## config.mk

```make
export PLATFORM = sky130hd
export DESIGN_NAME = bus_master_if
export DESIGN_NICKNAME = d
export VERILOG_FILES = /design/src/rtl/bus_master_if.sv
export SDC_FILE = /design/constraint.sdc
export NUM_CORES = 1
export LEC_CHECK = 0
export BUFFER_PORTS_ARGS = -buffer_cell sky130_fd_sc_hd__clkbuf_2
export CORE_AREA = 10 10 101 103
export CTS_CLUSTER_SIZE = 8
export DETAILED_ROUTE_END_ITERATION = 8
export DIE_AREA = 0 0 111 113
export PLACE_DENSITY = 0.84
export SLEW_MARGIN = 20
export SYNTH_ARGS = -nofsm -noshare
export SYNTH_HDL_FRONTEND = slang
export SYNTH_SLANG_ARGS = --single-unit
```

## constraint.sdc

```tcl
create_clock -name clk -period 2.66 [get_ports clk]
set_clock_uncertainty 0.1 [all_clocks]
set_input_delay 0.532 -clock clk [delete_from_list [all_inputs] [get_ports clk]]
set_output_delay 0.532 -clock clk [all_outputs]
set_load 0.1 [all_outputs]
```

## src/rtl/bus_master_if.sv

```systemverilog
// -----------------------------------------------------------------------------
// bus_master_if
//   Requester-side interface for one master port on the shared, arbitrated bus.
//   Takes one access at a time from a CPU pipeline stage. It requests the bus,
//   waits for the grant, issues a single address strobe, and waits for the
//   slave's ready. It then returns read data and releases the CPU stall.
//
//   State | Meaning
//   ------+-------------------------------------------------------------------
//   IDLE  | no access in flight; a new cpu_as_ (not flushed) is latched here
//   REQ   | bus_req_ low, waiting for bus_grnt_
//   ACCESS| bus owned; bus_as_ pulsed on entry, waiting for bus_rdy_/timeout
//   DONE  | result (rd_data/err) stable; held while the pipeline stalls
//
// Parameters
//   ADDR_W   word-address width
//   DATA_W   data width
//   TIMEOUT  max ACCESS cycles waiting for bus_rdy_ (0 = wait forever)
//
// Ports
//   clk, reset_          clock and asynchronous active-low reset
//   cpu_as_, cpu_rw,     CPU access strobe (active low), direction (1 = read),
//   cpu_addr, cpu_wr_data  address and write data
//   stall, flush         pipeline stall (holds DONE), flush (blocks new access)
//   busy                 combinational CPU stall while an access is in flight
//   rd_data, err         registered read result and timeout flag
//   bus_req_, bus_grnt_  arbiter request (out) and grant (in), active low
//   bus_as_, bus_rw,     registered bus address strobe, direction, address,
//   bus_addr, bus_wr_data  write data
//   bus_rdy_, bus_rd_data  slave ready (active low) and read data
// -----------------------------------------------------------------------------
module bus_master_if #(
    parameter int ADDR_W  = 30,
    parameter int DATA_W  = 32,
    parameter int TIMEOUT = 0
) (
    input  logic              clk,
    input  logic              reset_,
    input  logic              cpu_as_,
    input  logic              cpu_rw,
    input  logic [ADDR_W-1:0] cpu_addr,
    input  logic [DATA_W-1:0] cpu_wr_data,
    input  logic              stall,
    input  logic              flush,
    output logic              busy,
    output logic [DATA_W-1:0] rd_data,
    output logic              err,
    output logic              bus_req_,
    input  logic              bus_grnt_,
    output logic              bus_as_,
    output logic              bus_rw,
    output logic [ADDR_W-1:0] bus_addr,
    output logic [DATA_W-1:0] bus_wr_data,
    input  logic              bus_rdy_,
    input  logic [DATA_W-1:0] bus_rd_data
);

    localparam int               CNT_W  = (TIMEOUT > 0) ? $clog2(TIMEOUT + 1) : 1;
    localparam logic [CNT_W-1:0] CNT_TC = CNT_W'((TIMEOUT > 0) ? TIMEOUT - 1 : 0);
    localparam logic [CNT_W-1:0] CNT_ONE = CNT_W'(1);

    typedef enum logic [1:0] {
        S_IDLE   = 2'd0,
        S_REQ    = 2'd1,
        S_ACCESS = 2'd2,
        S_DONE   = 2'd3
    } state_t;

    state_t            state_q, state_d;
    logic              bus_req_q, bus_req_d;
    logic              bus_as_q, bus_as_d;
    logic              bus_rw_q, bus_rw_d;
    logic [ADDR_W-1:0] bus_addr_q, bus_addr_d;
    logic [DATA_W-1:0] bus_wr_data_q, bus_wr_data_d;
    logic [DATA_W-1:0] rd_data_q, rd_data_d;
    logic              err_q, err_d;
    logic [CNT_W-1:0]  count_q, count_d;

    logic start_req;
    logic timeout_hit;

    assign start_req   = ~cpu_as_ & ~flush;
    // With TIMEOUT == 0 the terminal compare is disabled and the count is inert.
    assign timeout_hit = (TIMEOUT != 0) && (count_q == CNT_TC);

    // State and output registers
    always_ff @(posedge clk or negedge reset_) begin
        if (!reset_) begin
            state_q       <= S_IDLE;
            bus_req_q     <= 1'b1;
            bus_as_q      <= 1'b1;
            bus_rw_q      <= 1'b1;
            bus_addr_q    <= '0;
            bus_wr_data_q <= '0;
            rd_data_q     <= '0;
            err_q         <= 1'b0;
            count_q       <= '0;
        end else begin
            state_q       <= state_d;
            bus_req_q     <= bus_req_d;
            bus_as_q      <= bus_as_d;
            bus_rw_q      <= bus_rw_d;
            bus_addr_q    <= bus_addr_d;
            bus_wr_data_q <= bus_wr_data_d;
            rd_data_q     <= rd_data_d;
            err_q         <= err_d;
            count_q       <= count_d;
        end
    end

    // Next-state logic
    always_comb begin
        state_d = state_q;
        unique case (state_q)
            S_IDLE:   if (start_req) state_d = S_REQ;
            S_REQ:    if (!bus_grnt_) state_d = S_ACCESS;
            // Ready has priority over timeout, but both end the access.
            S_ACCESS: if (!bus_rdy_ || timeout_hit) state_d = S_DONE;
            S_DONE:   if (!stall) state_d = S_IDLE;
            default:  state_d = S_IDLE;
        endcase
    end

    // Next values of the registered outputs
    always_comb begin
        bus_req_d     = bus_req_q;
        bus_as_d      = bus_as_q;
        bus_rw_d      = bus_rw_q;
        bus_addr_d    = bus_addr_q;
        bus_wr_data_d = bus_wr_data_q;
        rd_data_d     = rd_data_q;
        err_d         = err_q;
        count_d       = count_q;
        unique case (state_q)
            S_IDLE: begin
                if (start_req) begin
                    bus_rw_d      = cpu_rw;
                    bus_addr_d    = cpu_addr;
                    bus_wr_data_d = cpu_wr_data;
                    bus_req_d     = 1'b0;
                    err_d         = 1'b0;
                end
            end
            S_REQ: begin
                bus_req_d = 1'b0;
                if (!bus_grnt_) begin
                    bus_as_d = 1'b0;
                    count_d  = '0;
                end
            end
            S_ACCESS: begin
                // Strobe lasts exactly the first ACCESS cycle.
                bus_as_d = 1'b1;
                if (!bus_rdy_) begin
                    if (bus_rw_q) rd_data_d = bus_rd_data;
                    bus_req_d = 1'b1;
                end else if (timeout_hit) begin
                    err_d     = 1'b1;
                    rd_data_d = '0;
                    bus_req_d = 1'b1;
                end else begin
                    count_d = count_q + CNT_ONE;
                end
            end
            S_DONE: begin
                bus_req_d = 1'b1;
            end
            default: begin
                bus_req_d = 1'b1;
                bus_as_d  = 1'b1;
            end
        endcase
    end

    // Combinational stall includes the cycle a new access is presented in IDLE.
    always_comb begin
        busy = (state_q == S_REQ) || (state_q == S_ACCESS) ||
               ((state_q == S_IDLE) && start_req);
    end

    assign bus_req_    = bus_req_q;
    assign bus_as_     = bus_as_q;
    assign bus_rw      = bus_rw_q;
    assign bus_addr    = bus_addr_q;
    assign bus_wr_data = bus_wr_data_q;
    assign rd_data     = rd_data_q;
    assign err         = err_q;

endmodule

```

# Word level (Yosys, flattened, before mapping)
# Index checks and enable logic that the tools add are counted.
# totals
ff_bits,99
in_bits,102
word_cells,38
# op_classes
n_eq_ne,7
mux,10
bitwise,4
n_reduce_logical,10
# ops
cell,n
2-bit 2-to-1 mux,4
"2-bit != test, second input constant",4
2-bit one-hot mux with 4 select lines,1
2-bit AND reduction,3
"2-bit == test, second input constant",2
1-bit one-hot mux with 4 select lines,1
4-bit AND reduction,1
1-bit 2-to-1 mux,3
1-bit NOT,3
3-bit AND reduction,1
"2-bit by 1-bit == test with 1-bit output, second input constant",1
2-bit logical NOT,1
1-bit logical OR,2
1-bit one-hot mux with 2 select lines,1
2-bit nonzero test,1
1-bit AND,1
1-bit logical AND,1

# Logic depth before layout (Yosys ltp)
# Gate-level depths: netlist of the first run.
# depth
depth_word,4
mapped_depth,6
ltp_nobuf,5

# Worst setup path before layout of the first run
# Ideal clock, no wire load.
# synth_path
path_type,register to output
startpoint,reg state_q[0]
endpoint,out busy
t_arrival_ns,1.623
required_time_ns,2.028
slack_ns,0.405
path_stages_with_launch,7
n_path_buf,2
cell_sequence,dfrtp_1 -> inv_1 -> ha_1 -> nor3b_2 -> buf_6 -> buf_12 -> or2_2
# synth_between
elab_chain_cells,3
elab_cells_between_ends,6
cone_classes,2 x eq/ne; 4 x reduce/logical
# synth_rtl
element,line,source
"start, declared",69,"state_t state_q, state_d;"
"start signal, assigned",99,state_q <= state_d;
2-bit by 1-bit == test with 1-bit output (tied with other cells),--,
1-bit logical OR or 1-bit logical AND (tied branches),"177, 178",
1-bit logical OR *,177,busy = (state_q == S_REQ) || (state_q == S_ACCESS) ||
"end, declared",45,"output logic busy,"
# Mark *: on every way between the ends. The rest lies on a longest branch, timed or not.

# Worst setup path in the final report of the first run
# Ends and elaborated chain as after synthesis.

==> results of run 1 <==
worst min-delay path by stage:
stage	startpoint	endpoint	slack [ns]	cells past startpoint
6_report	reset_	bus_addr[16]	0.08	1
5_1_grt	reset_	bus_addr[16]	0.1	1
4_1_cts	reset_	bus_addr[16]	0.09	1
3_5_place_dp	rd_data[22]	rd_data[22]	0.39	1
3_3_place_gp	rd_data[16]	rd_data[16]	0.39	1
2_1_floorplan	reset_	bus_addr[0]	0.14	0
routing by layer:
| metal | GRT usage | vias up | part of all wire |
|---|---|---|---|
| met3 | 0.0481 | 13 | 0.066 |
| li1 | - | 1210 | - |
| met4 | 0.0521 | 0 | 0.016 |
| met2 | 0.285 | 98 | 0.54 |
| met1 | 0.165 | 1279 | 0.37 |
| met5 | 0 | - | 0 |
cell families after synthesis:
group	synth area share
AO/OA/AOI/OAI	0.00695
adder cells (fa/ha/maj)	0.0190
buffers and inverters	0.0455
flip-flops	0.626
multiplexers	0.286
other	0.000947
AND/OR/NAND/NOR	0.0148
metrics by stage:
step	std cells	setup WS, ns	hold WS [ns]	utilization	instance area [um2]
after global placement	526	0.725	0.386	0.613	4990
final	542	0.296	0.0809	0.638	5190
after floorplan	230	0.405	0.136	-	3960
after global routing	542	0.210	0.0957	0.638	5190
after detailed placement	526	0.657	0.392	0.613	4990
after CTS	542	0.257	0.0938	0.638	5190
cell type report:
cell class / count / area, um2
Sequential cell: 99 / 2480
Timing Repair Buffer: 202 / 1060
Inverter: 2 / 7.51
Clock inverter: 5 / 60.1
Multi-Input combinational cell: 118 / 1310
Tap cell: 105 / 131
Fill cell: 644 / 2950
Clock buffer: 11 / 141
state kept, by name, summed over array words and instances, names as in the netlist:
name,flops
rd_data,32
bus_rw,1
state_q,2
bus_addr,30
bus_req_,1
bus_as_,1
bus_wr_data,32
cell usage in the layout (no fill, tap or decap), drive strengths merged:
master,synthesis,final
o21ai,1,1
nand3b,1,1
mux2i,2,2
nor3b,1,1
nand3,1,1
mux2,96,96
conb,1,1
dfstp,3,3
dfrtp,96,96
clkbuf,0,208
a22oi,1,1
buf,11,5
or2,1,1
nand2,1,1
nor2,3,3
inv,2,4
clkinv,0,1
bufinv,0,1
ha,6,6
a21oi,3,3
clkinvlp,0,1
worst max-delay path: cells and delay by family, from the launching register on:
kind	cells	cell delay [ns]
fa+ha+maj	1	0.19
buf+inv	2	0.32
simple gates	2	0.45
flops	1	0.41
==> reports/qor.yml, run 1 <==
outcome: "complete, no violations"
route.detailed.drc: 0
ys_async_sr_fraction: 1.00
row_count: 33
cts_root_buf: "clkbuf_8"
post_cts_resized: 0
cts_tree: "done"
hp-class: "input port to async pin"
worstPathMaxFanout: 5
post-cts-setup-buffer-count: 0
cp-startpoint: "state_q[0]"
min_period_ns: 2.36
yosys_warnings: 0
max_freq_ghz: 0.423
dr.pass1.iters: 4
grt_overflow: 0
io_pins: 201
antenna_found_initial: 0
cts_max_path_buffers: 2
cp_slowest_cell: "dfrtp_1"
drt_iter0_markers: 97
wire_per_inst_um: 18.4
path_cells: "inv_1, ha_1, nor3b_4, or2_2, buf_12"
yosysSeqAreaShare: 0.626
worst_slew_pin_slew_ns: 0.604
slew_headroom: 0.597
finalMaxSlewViolations: 0
track_usage: 0.155
syn_to_final_growth_pct: 31.0
ant_nets: 0
cp-start-kind: "register"
setup_viol: 0
synth_top_cell_area_share: 0.606
endpoint_kind: "primary output"
timing_hold_violations_final: 0
htree_levels: 3
clk_latency_ns: 0.34
vias: 2600
grt_first_pass_wirelength_um: 15800
clkSlewWorstSetupHoldPaths_ns: 0.10
tns_ns: 0
layout-drive-gt1-share: 0.730
wl_um: 9980
gp_congestion: 0.755
rsz0062_at_grt: "false"
maxCapViolCount: 0
reg2regPathDepth: 5
avgSynthCellArea_um2: 17.2
antennaDiodeCount: 0
syn_nets: 338
yosysMostFrequentCell: "dfrtp_1"
postCtsHoldBufs: 0
cpPeakStageDelay_ns: 0.41
dieArea_um2: 12500
synth_ff_type: "dfrtp_1"
numPortBuffers: 199
coreArea_um2: 8130
synthTopCellsByArea: "dfrtp_1, mux2_2, mux2_4"
fp.dieW_um: 111
worst-setup-path-type: "register to primary output"
crit_end: "busy"
first_global_vias: 2890
ys_ff_latch: 99
syn_inst: 230
synth_top_cell_by_area: "dfrtp_1"
grt_max_degree: 54
worstPathArrival_ns: 1.73
fp.dieH_um: 113
r2r_slack_ns: 0.72
initial_core_util: 0.487
cts_sinks: 99
worstReg2RegEnd: "bus_addr[20]"
synth_edf_count: 0
cts_made_buffers: 9
final.period_utilization: 0.889
vias_per_cell: 4.80
synth.distinct_cells: 20
synth_area_um2: 3960
nets: 540
worstReg2RegStart: "state_q[0]"
dpl.hpwl_um: 8030
cp_data_required_time_ns: 2.03
synth_common_cells: "dfrtp_1, mux2_2, mux2_4"
Power of run 1 is not shown: default switching activity piles up to over one toggle a cycle in this logic, so the estimate is an artifact.
==> inputs of run 2 (changes only) <==
CTS_BUF_LIST = sky130_fd_sc_hd__clkbuf_4 sky130_fd_sc_hd__clkbuf_8 sky130_fd_sc_hd__clkbuf_16   (was default)
REMOVE_ABC_BUFFERS = 1   (was default)
==> run 2 against run 1 <==
Compared with the run above: sequential share of layout area is 0.15 points higher; die area unchanged; via count increased by 1.4%; hold slack improved by 0.22 ns; utilization is 0.20 points lower; final cell count rose by 0.37%; largest cell class unchanged.
==> reports/qor.yml, run 2 (synthesis results as in run 1) <==
ant_nets: 0  # unchanged
fin_ws_ns: 0.267  # -0.0292 ns
rsz0062_at_grt: "false"
cp_slowest_cell: "dfrtp_1"
endpoint_kind: "primary output"
drt_iter0_markers: 72  # -26%
fp.dieW_um: 111  # unchanged
path_delay_family: "simple AND/OR/NAND/NOR gates"
cts_made_buffers: 9  # unchanged
nets: 542  # +0.37%
hp-class: "input port to register"
dpl.hpwl_um: 8060  # +0.41%
final_cell_mix: "clkbuf_2, dfrtp_1, mux2_2"
dieArea_um2: 12500  # unchanged
slew_headroom: 0.619  # +0.0211
clk_latency_ns: 0.34  # about the same
min_period_ns: 2.39  # +0.0292 ns
holdWs_ns: 0.297  # +0.217 ns
final.period_utilization: 0.900  # +0.0110
crit_buf_inv: 2  # unchanged
row_count: 33  # unchanged
fp.dieH_um: 113  # unchanged
numPortBuffers: 199  # unchanged
maxCapViolCount: 0  # unchanged
dr.pass1.iters: 4  # unchanged
antennaDiodeCount: 0  # unchanged
cts_max_path_buffers: 2  # unchanged
worst_slew_pin_slew_ns: 0.572  # -0.0316 ns
max_freq_ghz: 0.418  # -1.2%
cts_sinks: 99  # unchanged
final_common_cell: "clkbuf_2"
outcome: "complete, no violations"
fillers: 632  # -1.9%
layout-drive-gt1-share: 0.731  # +0.00123
timing_hold_violations_final: 0  # unchanged
wl_um: 9910  # -0.76%
track_usage: 0.156  # +0.00132
worst-setup-path-type: "register to primary output"
cts_tree: "done"
cpPeakStageDelay_ns: 0.42  # about the same
clkSlewWorstSetupHoldPaths_ns: 0.10  # about the same
first_global_vias: 3076  # +6.4%
grt_first_pass_wirelength_um: 16000  # +1.5%
vias_per_cell: 4.85  # +1.0%
grt_max_degree: 51  # -5.6%
setup_viol: 0  # unchanged
grt_overflow: 0  # unchanged
vias: 2636  # +1.4%
wire_per_inst_um: 18.2  # -1.1%
initial_core_util: 0.487  # unchanged
route.detailed.drc: 0  # unchanged
worstPathArrival_ns: 1.76  # +0.03 ns
worstPathMaxFanout: 5  # unchanged
cp_data_required_time_ns: 2.03  # about the same
post_cts_resized: 0  # unchanged
coreArea_um2: 8130  # unchanged
io_pins: 201  # unchanged
finalMaxSlewViolations: 0  # unchanged
cts_root_buf: "clkbuf_8"
syn_to_final_growth_pct: 30.6
path_cells: "inv_1, ha_1, nor3b_4, or2_2, buf_4"
gp_congestion: 0.763  # +1.0%
htree_levels: 3  # unchanged
cp-start-kind: "register"
antenna_found_initial: 0  # unchanged
pre_cts_slack_ns: 0.547  # -0.109 ns
[run 2: cell count changes in the layout (fill, tap and decap cells not counted), sizes merged]
cell,delta
buf,+1
inv,-1
clkbuf,+1
dlygate4sd3,+1
bufinv,-1
clkinv,+1
[run 2: routing by layer]
| layer | up-vias | track usage | routed length [um] | part of all wire |
|---|---|---|---|---|
| met2 | 116 | 0.278 | 5290 | 0.53 |
| met4 | 0 | 0.0625 | 193 | 0.019 |
| met3 | 19 | 0.0623 | 828 | 0.084 |
| li1 | 1201 | - | - | - |
| met1 | 1300 | 0.162 | 3590 | 0.36 |
| met5 | - | 0 | 0 | 0 |
[run 2: through the flow]
| step | cells | setup TNS [ns] | util | cell area, um2 |
|---|---|---|---|---|
| floorplan | 219 | -87.08 | - | 3790 |
| global placement | 527 | 0 | 0.611 | 4970 |
| detailed placement | 527 | 0 | 0.611 | 4970 |
| CTS | 544 | 0 | 0.636 | 5170 |
| global route | 544 | 0 | 0.636 | 5170 |
| finish | 544 | 0 | 0.636 | 5170 |
[run 2: worst paths after layout]
path                                      start              end  slack (ns)  cells after the start
max in group asynchronous                reset_       rd_data[3]        1.30                      3
worst min-delay path            bus_rd_data[15]      rd_data[15]        0.30                      2
worst min register to register          bus_as_          bus_as_        0.41                      2
min in group asynchronous                reset_      rd_data[16]        0.50                      2
worst max register to register       state_q[0]  bus_wr_data[19]        0.53                      5
worst max-delay path                 state_q[1]             busy        0.27                      5
[run 2: worst reg2reg max path: stages, from the launching register on]
cell	delay, ns
dfrtp_1	0.41
inv_1	0.15
ha_1	0.19
nor3b_4	0.22
buf_4	0.51
mux2_2	0.43
[run 2: cell type report]
cell class,instances,area (um2),area share
multi-input combinational,118,1310,0.253
timing repair buffer,204,1050,0.204
tap,105,131,0.0254
clock buffer,12,159,0.0307
inverter,2,7.51,0.00145
sequential,99,2480,0.480
clock inverter,4,33.8,0.00653
[run 2: timing repair]
action	in CTS	in global routing
hold buffers	1	0
buffers inserted	0	0
hold endpoints to repair	21	0
Power of run 2 is left out for the same reason.
